**config.mk**
```make
export PLATFORM = sky130hd
export DESIGN_NAME = spi_adc_scanner
export DESIGN_NICKNAME = d
export VERILOG_FILES = /design/src/rtl/spi_adc_scanner.sv
export SDC_FILE = /design/constraint.sdc
export NUM_CORES = 1
export LEC_CHECK = 0
export BUFFER_PORTS_ARGS = -buffer_cell sky130_fd_sc_hd__buf_2
export CORE_MARGIN = 2
export CORE_UTILIZATION = 64
export DETAILED_ROUTE_END_ITERATION = 8
export PLACE_DENSITY = 0.94
export SLEW_MARGIN = 30
export SYNTH_ARGS = -nofsm -noshare
export SYNTH_HDL_FRONTEND = slang
export SYNTH_SLANG_ARGS = --single-unit
```
**constraint.sdc**
```tcl
create_clock -name clk -period 5.4 [get_ports clk]
set_input_delay 0.54 -clock clk [delete_from_list [all_inputs] [get_ports clk]]
set_output_delay 0.54 -clock clk [all_outputs]
set_load 0.03 [all_outputs]
```
**src/rtl/spi_adc_scanner.sv**
```systemverilog
`default_nettype none
// ============================================================================
// Module   : spi_adc_scanner
// Purpose  : Multi-channel SPI (mode 0) ADC sampler. Scans enabled channels
//            round-robin, sends the channel index on MOSI, captures DATA_W
//            result bits from MISO, and emits tagged samples together with a
//            per-channel power-of-two block average and over-threshold flags.
// Revision : 1.0 - initial release
// ----------------------------------------------------------------------------
// Ports:
//   clk, rst_n      system clock, asynchronous active-low reset
//   start           level, continuous scanning while high
//   single          one-clk pulse, one pass over the enabled channels
//   ch_mask         channel enables (bit i = channel i)
//   thresh          unsigned over-threshold compare value
//   MISO            ADC serial data in
//   SCK/MOSI/CS     SPI clock (idle low), command data, chip select (low)
//   busy            high from frame start until return to IDLE
//   o_data/o_ch     latest sample and its channel, qualified by o_valid
//   o_avg           block average for o_ch, qualified by o_avg_valid
//   o_over          per-channel flag, last sample > thresh
// ============================================================================
module spi_adc_scanner #(
    parameter int DATA_W     = 12,
    parameter int NUM_CH     = 4,
    parameter int CH_W       = 2,
    parameter int FRAME_BITS = 16,
    parameter int CLK_DIV    = 4,
    parameter int AVG_LOG2   = 2
) (
    input  logic              clk,
    input  logic              rst_n,
    input  logic              start,
    input  logic              single,
    input  logic [NUM_CH-1:0] ch_mask,
    input  logic [DATA_W-1:0] thresh,
    input  logic              MISO,
    output logic              SCK,
    output logic              MOSI,
    output logic              CS,
    output logic              busy,
    output logic [DATA_W-1:0] o_data,
    output logic [CH_W-1:0]   o_ch,
    output logic              o_valid,
    output logic [DATA_W-1:0] o_avg,
    output logic              o_avg_valid,
    output logic [NUM_CH-1:0] o_over
);

    localparam int DIV_W = (CLK_DIV > 1) ? $clog2(CLK_DIV) : 1;
    localparam int BIT_W = (FRAME_BITS > 1) ? $clog2(FRAME_BITS) : 1;
    localparam int ACC_W = DATA_W + AVG_LOG2;
    localparam int CNT_W = AVG_LOG2 + 1;

    localparam logic [DIV_W-1:0] c_div_last = DIV_W'(CLK_DIV - 1);
    localparam logic [BIT_W-1:0] c_bit_last = BIT_W'(FRAME_BITS - 1);
    localparam logic [CNT_W-1:0] c_avg_last = CNT_W'((1 << AVG_LOG2) - 1);

    typedef enum logic [2:0] {
        S_IDLE  = 3'd0,
        S_SETUP = 3'd1,
        S_SHIFT = 3'd2,
        S_HOLD  = 3'd3,
        S_STORE = 3'd4
    } state_t;

    state_t              r_state;
    state_t              w_state_nxt;

    logic [DIV_W-1:0]    r_div;
    logic                r_phase;      // 0: SCK low half, 1: SCK high half
    logic [BIT_W-1:0]    r_bit;
    logic [DATA_W-1:0]   r_shift;
    logic [CH_W-1:0]     r_ch;         // channel of current / last frame
    logic                r_single;     // current run was started by single

    logic [ACC_W-1:0]    r_acc [NUM_CH];
    logic [CNT_W-1:0]    r_cnt [NUM_CH];

    logic                w_div_last;
    logic                w_enter_setup;
    logic                w_has_higher;
    logic [CH_W-1:0]     w_next_hi;
    logic [CH_W-1:0]     w_lowest;
    logic [CH_W-1:0]     w_next_ch;
    logic                w_mosi_bit;
    logic [ACC_W-1:0]    w_sum;

    assign w_div_last    = (r_div == c_div_last);
    assign w_enter_setup = (w_state_nxt == S_SETUP) && (r_state != S_SETUP);
    assign w_sum         = r_acc[r_ch] + ACC_W'(r_shift);

    // Next enabled channel after r_ch, wrapping to the lowest enabled one.
    // Scanning downwards leaves the smallest qualifying index in each result.
    always_comb begin
        w_has_higher = 1'b0;
        w_next_hi    = '0;
        w_lowest     = '0;
        for (int i = NUM_CH - 1; i >= 0; i--) begin
            if (ch_mask[i]) begin
                w_lowest = CH_W'(i);
                if (CH_W'(i) > r_ch) begin
                    w_has_higher = 1'b1;
                    w_next_hi    = CH_W'(i);
                end
            end
        end
        w_next_ch = w_has_higher ? w_next_hi : w_lowest;
    end

    // Command frame: channel index MSB-first in bits 0..CH_W-1, zeros after.
    always_comb begin
        w_mosi_bit = 1'b0;
        for (int k = 0; k < CH_W; k++) begin
            if (r_bit == BIT_W'(k)) begin
                w_mosi_bit = r_ch[CH_W-1-k];
            end
        end
    end

    always_ff @(posedge clk or negedge rst_n) begin
        if (!rst_n) begin
            r_state <= S_IDLE;
        end else begin
            r_state <= w_state_nxt;
        end
    end

    always_comb begin
        w_state_nxt = r_state;
        CS          = 1'b1;
        SCK         = 1'b0;
        MOSI        = 1'b0;
        busy        = (r_state != S_IDLE);
        case (r_state)
            S_IDLE: begin
                if ((start || single) && (|ch_mask)) begin
                    w_state_nxt = S_SETUP;
                end
            end
            S_SETUP: begin
                CS   = 1'b0;
                MOSI = w_mosi_bit;
                if (w_div_last) begin
                    w_state_nxt = S_SHIFT;
                end
            end
            S_SHIFT: begin
                CS   = 1'b0;
                SCK  = r_phase;
                MOSI = w_mosi_bit;
                if (w_div_last && r_phase && (r_bit == c_bit_last)) begin
                    w_state_nxt = S_HOLD;
                end
            end
            S_HOLD: begin
                if (w_div_last) begin
                    w_state_nxt = S_STORE;
                end
            end
            S_STORE: begin
                // A single pass ends once no enabled channel lies above this one.
                if ((|ch_mask) && (start || (r_single && w_has_higher))) begin
                    w_state_nxt = S_SETUP;
                end else begin
                    w_state_nxt = S_IDLE;
                end
            end
            default: begin
                w_state_nxt = S_IDLE;
            end
        endcase
    end

    // SCK timing and MISO capture. MISO is shifted in on the clk that raises
    // SCK; the bit counter (and thus MOSI) advances on the clk that drops it.
    always_ff @(posedge clk or negedge rst_n) begin
        if (!rst_n) begin
            r_div   <= '0;
            r_phase <= 1'b0;
            r_bit   <= '0;
            r_shift <= '0;
        end else begin
            if (r_state == S_SETUP || r_state == S_SHIFT || r_state == S_HOLD) begin
                r_div <= w_div_last ? '0 : r_div + 1'b1;
            end else begin
                r_div <= '0;
            end
            if (r_state == S_SHIFT) begin
                if (w_div_last) begin
                    r_phase <= ~r_phase;
                    if (r_phase) begin
                        r_bit <= r_bit + 1'b1;
                    end else begin
                        r_shift <= {r_shift[DATA_W-2:0], MISO};
                    end
                end
            end else begin
                r_phase <= 1'b0;
                r_bit   <= '0;
            end
        end
    end

    // Channel pointer resets to the top index so the first frame after reset
    // wraps onto the lowest enabled channel.
    always_ff @(posedge clk or negedge rst_n) begin
        if (!rst_n) begin
            r_ch     <= CH_W'(NUM_CH - 1);
            r_single <= 1'b0;
        end else begin
            if (w_enter_setup) begin
                r_ch <= w_next_ch;
            end
            if (w_enter_setup && r_state == S_IDLE) begin
                r_single <= single;
            end
        end
    end

    // Result registers, threshold flags and block averaging. Accumulators of
    // channels that get disabled are left untouched until used again.
    always_ff @(posedge clk or negedge rst_n) begin
        if (!rst_n) begin
            o_data      <= '0;
            o_ch        <= '0;
            o_valid     <= 1'b0;
            o_avg       <= '0;
            o_avg_valid <= 1'b0;
            o_over      <= '0;
            for (int i = 0; i < NUM_CH; i++) begin
                r_acc[i] <= '0;
                r_cnt[i] <= '0;
            end
        end else begin
            o_valid     <= 1'b0;
            o_avg_valid <= 1'b0;
            if (r_state == S_STORE) begin
                o_data       <= r_shift;
                o_ch         <= r_ch;
                o_valid      <= 1'b1;
                o_over[r_ch] <= (r_shift > thresh);
                if (r_cnt[r_ch] == c_avg_last) begin
                    o_avg        <= DATA_W'(w_sum >> AVG_LOG2);
                    o_avg_valid  <= 1'b1;
                    r_acc[r_ch]  <= '0;
                    r_cnt[r_ch]  <= '0;
                end else begin
                    r_acc[r_ch]  <= w_sum;
                    r_cnt[r_ch]  <= r_cnt[r_ch] + 1'b1;
                end
            end
        end
    end

endmodule
`default_nettype wire

```
==> summary.txt <==
Crit. End Element = register
drt wl/cell = 19.99 um
Max Used Layer = met4
final antenna-violating net count = 0
CP cell instances = mux4_2 > ha_1 > a21oi_1 > o21ai_0 > o311ai_0 > o21ai_0
first-pass GRT wire length = 24350 um
Ant. Diodes = 0
Hold Vio Cnt, Final = 0
die width = 102.0 um
Post-CTS Setup Bufs = 0
DRT Pass-1 Iters = 5
Hold-fix buffers, CTS = 0
DRC Markers = 0
total wire length = 15010 um
Synth Net Count = 613
Max Root-Sink Buffers = 2
DRT iter0 DRCs = 364
number of max-cap violations = 0
CP max stage delay = 1050 ps
Fmax achieved = 257.9 MHz
HPWL after DPL = 9501 um
Worst-Margin Slew = 958.6 ps
total length of routed met3 wires = 1254 um
layout cells sized above 1 = 0.2074
CP max stage cell = dfstp_2
min-delay worst type = input port to asynchronous set/reset pin
grt ovf = 0
post-synthesis sequential element count = 125
Syn Inst Count = 561
adder-cell share of the synthesized area = 0.06429
maximum level of the CTS H-tree = 4
path depth of the worst reg2reg path = 6
CP max FO = 26
PwrDens = 295.2 mW/mm^2
RSZ-0062 raised after global routing = no
later-pin clock latency in the skew report = 520 ps
leak pwr = 3.531 nW
Post-Synthesis Mean Instance Area = 10.96 sq um
flop-to-flop setup slack = 1520 ps
maximum vdd drop = 0.2041 mV
Synth top area share = 0.5005
Ys Warns = 0
CP arrival = 4230 ps
Die Y = 102.0 um
Overall Power = 2.082 mW
Core Box Area = 0.009284 sq mm
CP most frequent cell = o21ai_0
mux cell area share after synthesis = 0.09908
Synth Area in Simple Gates = 0.1115
register area share after synthesis = 0.5091
synth top area cells = dfrtp_1, ha_1, mux4_2
Req. time, crit path = 5750 ps
setup_tns = 0 ps
largest net degree at the start of global routing = 74
fin cells = 751
final net count = 665
TritonCTS Sinks = 125
Design Area, Final = 0.007052 sq mm
XOR/XNOR Fraction of Synth Area = 0.02279
largest family of logic cells by synthesized area = compound AO/OA/AOI/OAI gates
FFs w/ async S/R, synth = 1.000
top_reg_cell synth = dfrtp_1
post-synth top area cell = dfrtp_1
post-synthesis cell area = 0.006150 sq mm
layout overhead on the synthesized area = 14.67%
Synth cell types = 55
initial antenna violation count = 0
fin crit share = 0.7181
Reg clk slew, reported paths = 60 ps
clock skew = 11.92 ps
post-layout min period = 3878 ps
dpl cells = 723
met2 WL = 7393 um
FP Rows = 35
Die ar. = 0.01041 sq mm
setup violators final = 0
Post-synth EDFFs = 0
Compound-Gate Fraction of Synth Area = 0.1607
TritonCTS buffer count = 17
Vias = 4784
CTS resizes = 0
Crit Path Class = register to register
result of the run = finished, final reports clean
CTS tree = built
Final Wtd Congestion = 0.9825
Initial Util = 0.6624
root buffer cell = clkbuf_8
vias in the first global route = 5038
final core utilization = 0.7596
I/O Buffers = 56
I/O pins = 57
Max Slew Vio Count = 0
Post-DP Area = 0.006499 sq mm
max_slew headroom = 0.3528
CP Launch Type = register
GRT Util Overall = 0.3104
Post-Route M1 WL = 5890 um
Vias/cell = 6.370
-- cell usage after synthesis, types with 10 or more instances --
master      n
mux2_2     18
dfrtp_1   123
clkbuf_1   18
a21oi_1    19
a22o_1     32
inv_1      24
o31ai_1    10
mux4_2     16
o21ai_0    48
nand2_1    96
xnor2_1    11
nor2_1     22
ha_1       30
-- worst max-delay path, delay by kind of cell (launching register included) --
family,cells,cell delay [ps]
flops,1,1050
mux,1,600
fa+ha+maj,1,410
compound gates,4,1650
-- path summary, 6_finish.rpt --
kind                                       start                      to
max                          r_ch[0]$_DFFE_PN1P_   r_acc[25]$_DFFE_PN0P_
min                                        rst_n   o_data[4]$_DFFE_PN0P_
max reg2reg                  r_ch[0]$_DFFE_PN1P_   r_acc[25]$_DFFE_PN0P_
min reg2reg                o_data[8]$_DFFE_PN0P_   o_data[8]$_DFFE_PN0P_
max in group asynchronous                  rst_n      r_div[0]$_DFF_PN0_
min in group clk                            MISO  r_shift[0]$_DFFE_PN0P_
-- flip-flops by register name, indices dropped and copies added, names as in the netlist --
name	count
o_ch	2
r_shift	12
o_valid	1
r_bit	4
r_phase	1
r_single	1
r_div	2
r_acc	56
r_state	3
o_data	12
o_avg_valid	1
o_avg	12
o_over	4
r_ch	2
r_cnt	12
-- report_power, final --
| part | switching (mW) | internal [mW] | total [mW] |
|---|---|---|---|
| combinational | 0.0410 | 0.0209 | 0.0619 |
| sequential | 0.00510 | 0.941 | 0.946 |
| clock | 0.396 | 0.679 | 1.07 |
| total | 0.442 | 1.64 | 2.08 |
-- per-layer routing --
layer,GRT usage,vias up
li1,-,2115
met1,0.3900,2325
met2,0.5056,294
met3,0.08618,50
met4,0.1436,0
met5,0,-
-- logic make-up after synthesis --
kind of cell,Yosys count
AOI/OAI and AO/OA,146
xor gates and xnor gates,16
adders and majority gates,31
buffers and inverters,50
DFF,125
muxes,37
and+or+nand+nor,156
-- layout by cell type, fill, tap and decap left out, drive strengths merged, types with 3 or more instances in the layout --
cell type	instances
dfrtp	123
nand2	96
buf	57
o21ai	48
a22o	32
ha	30
inv	25
nor2	22
clkbuf	20
a21oi	19
mux2	18
mux4	17
xnor2	11
o31ai	10
nand3	9
clkinv	7
a21o	6
o21a	6
xor2	5
and3	4
or2	4
o21bai	4
a32o	4
nor2b	3
and2	3
o22ai	3
or3	3
-- layout make-up --
cell class                 count  area (sq um)
sequential                   125          3131
timing repair buffer          57         294.0
clock inverter                 8         93.84
fill                         588          2232
tap                          129         161.4
multi-input combinational    386          2819
inverter                      26         97.59
clock buffer                  20         455.4
-- per-stage QoR --
stage	hold WS, ps	setup slack, ps
finish	29.92	1522
global route	72.22	1343
CTS	170.8	1556
detailed placement	448.1	1629
global placement	427.8	1738
floorplan	244.4	1990
No activity file was read; power rests on OpenSTA's default activity.
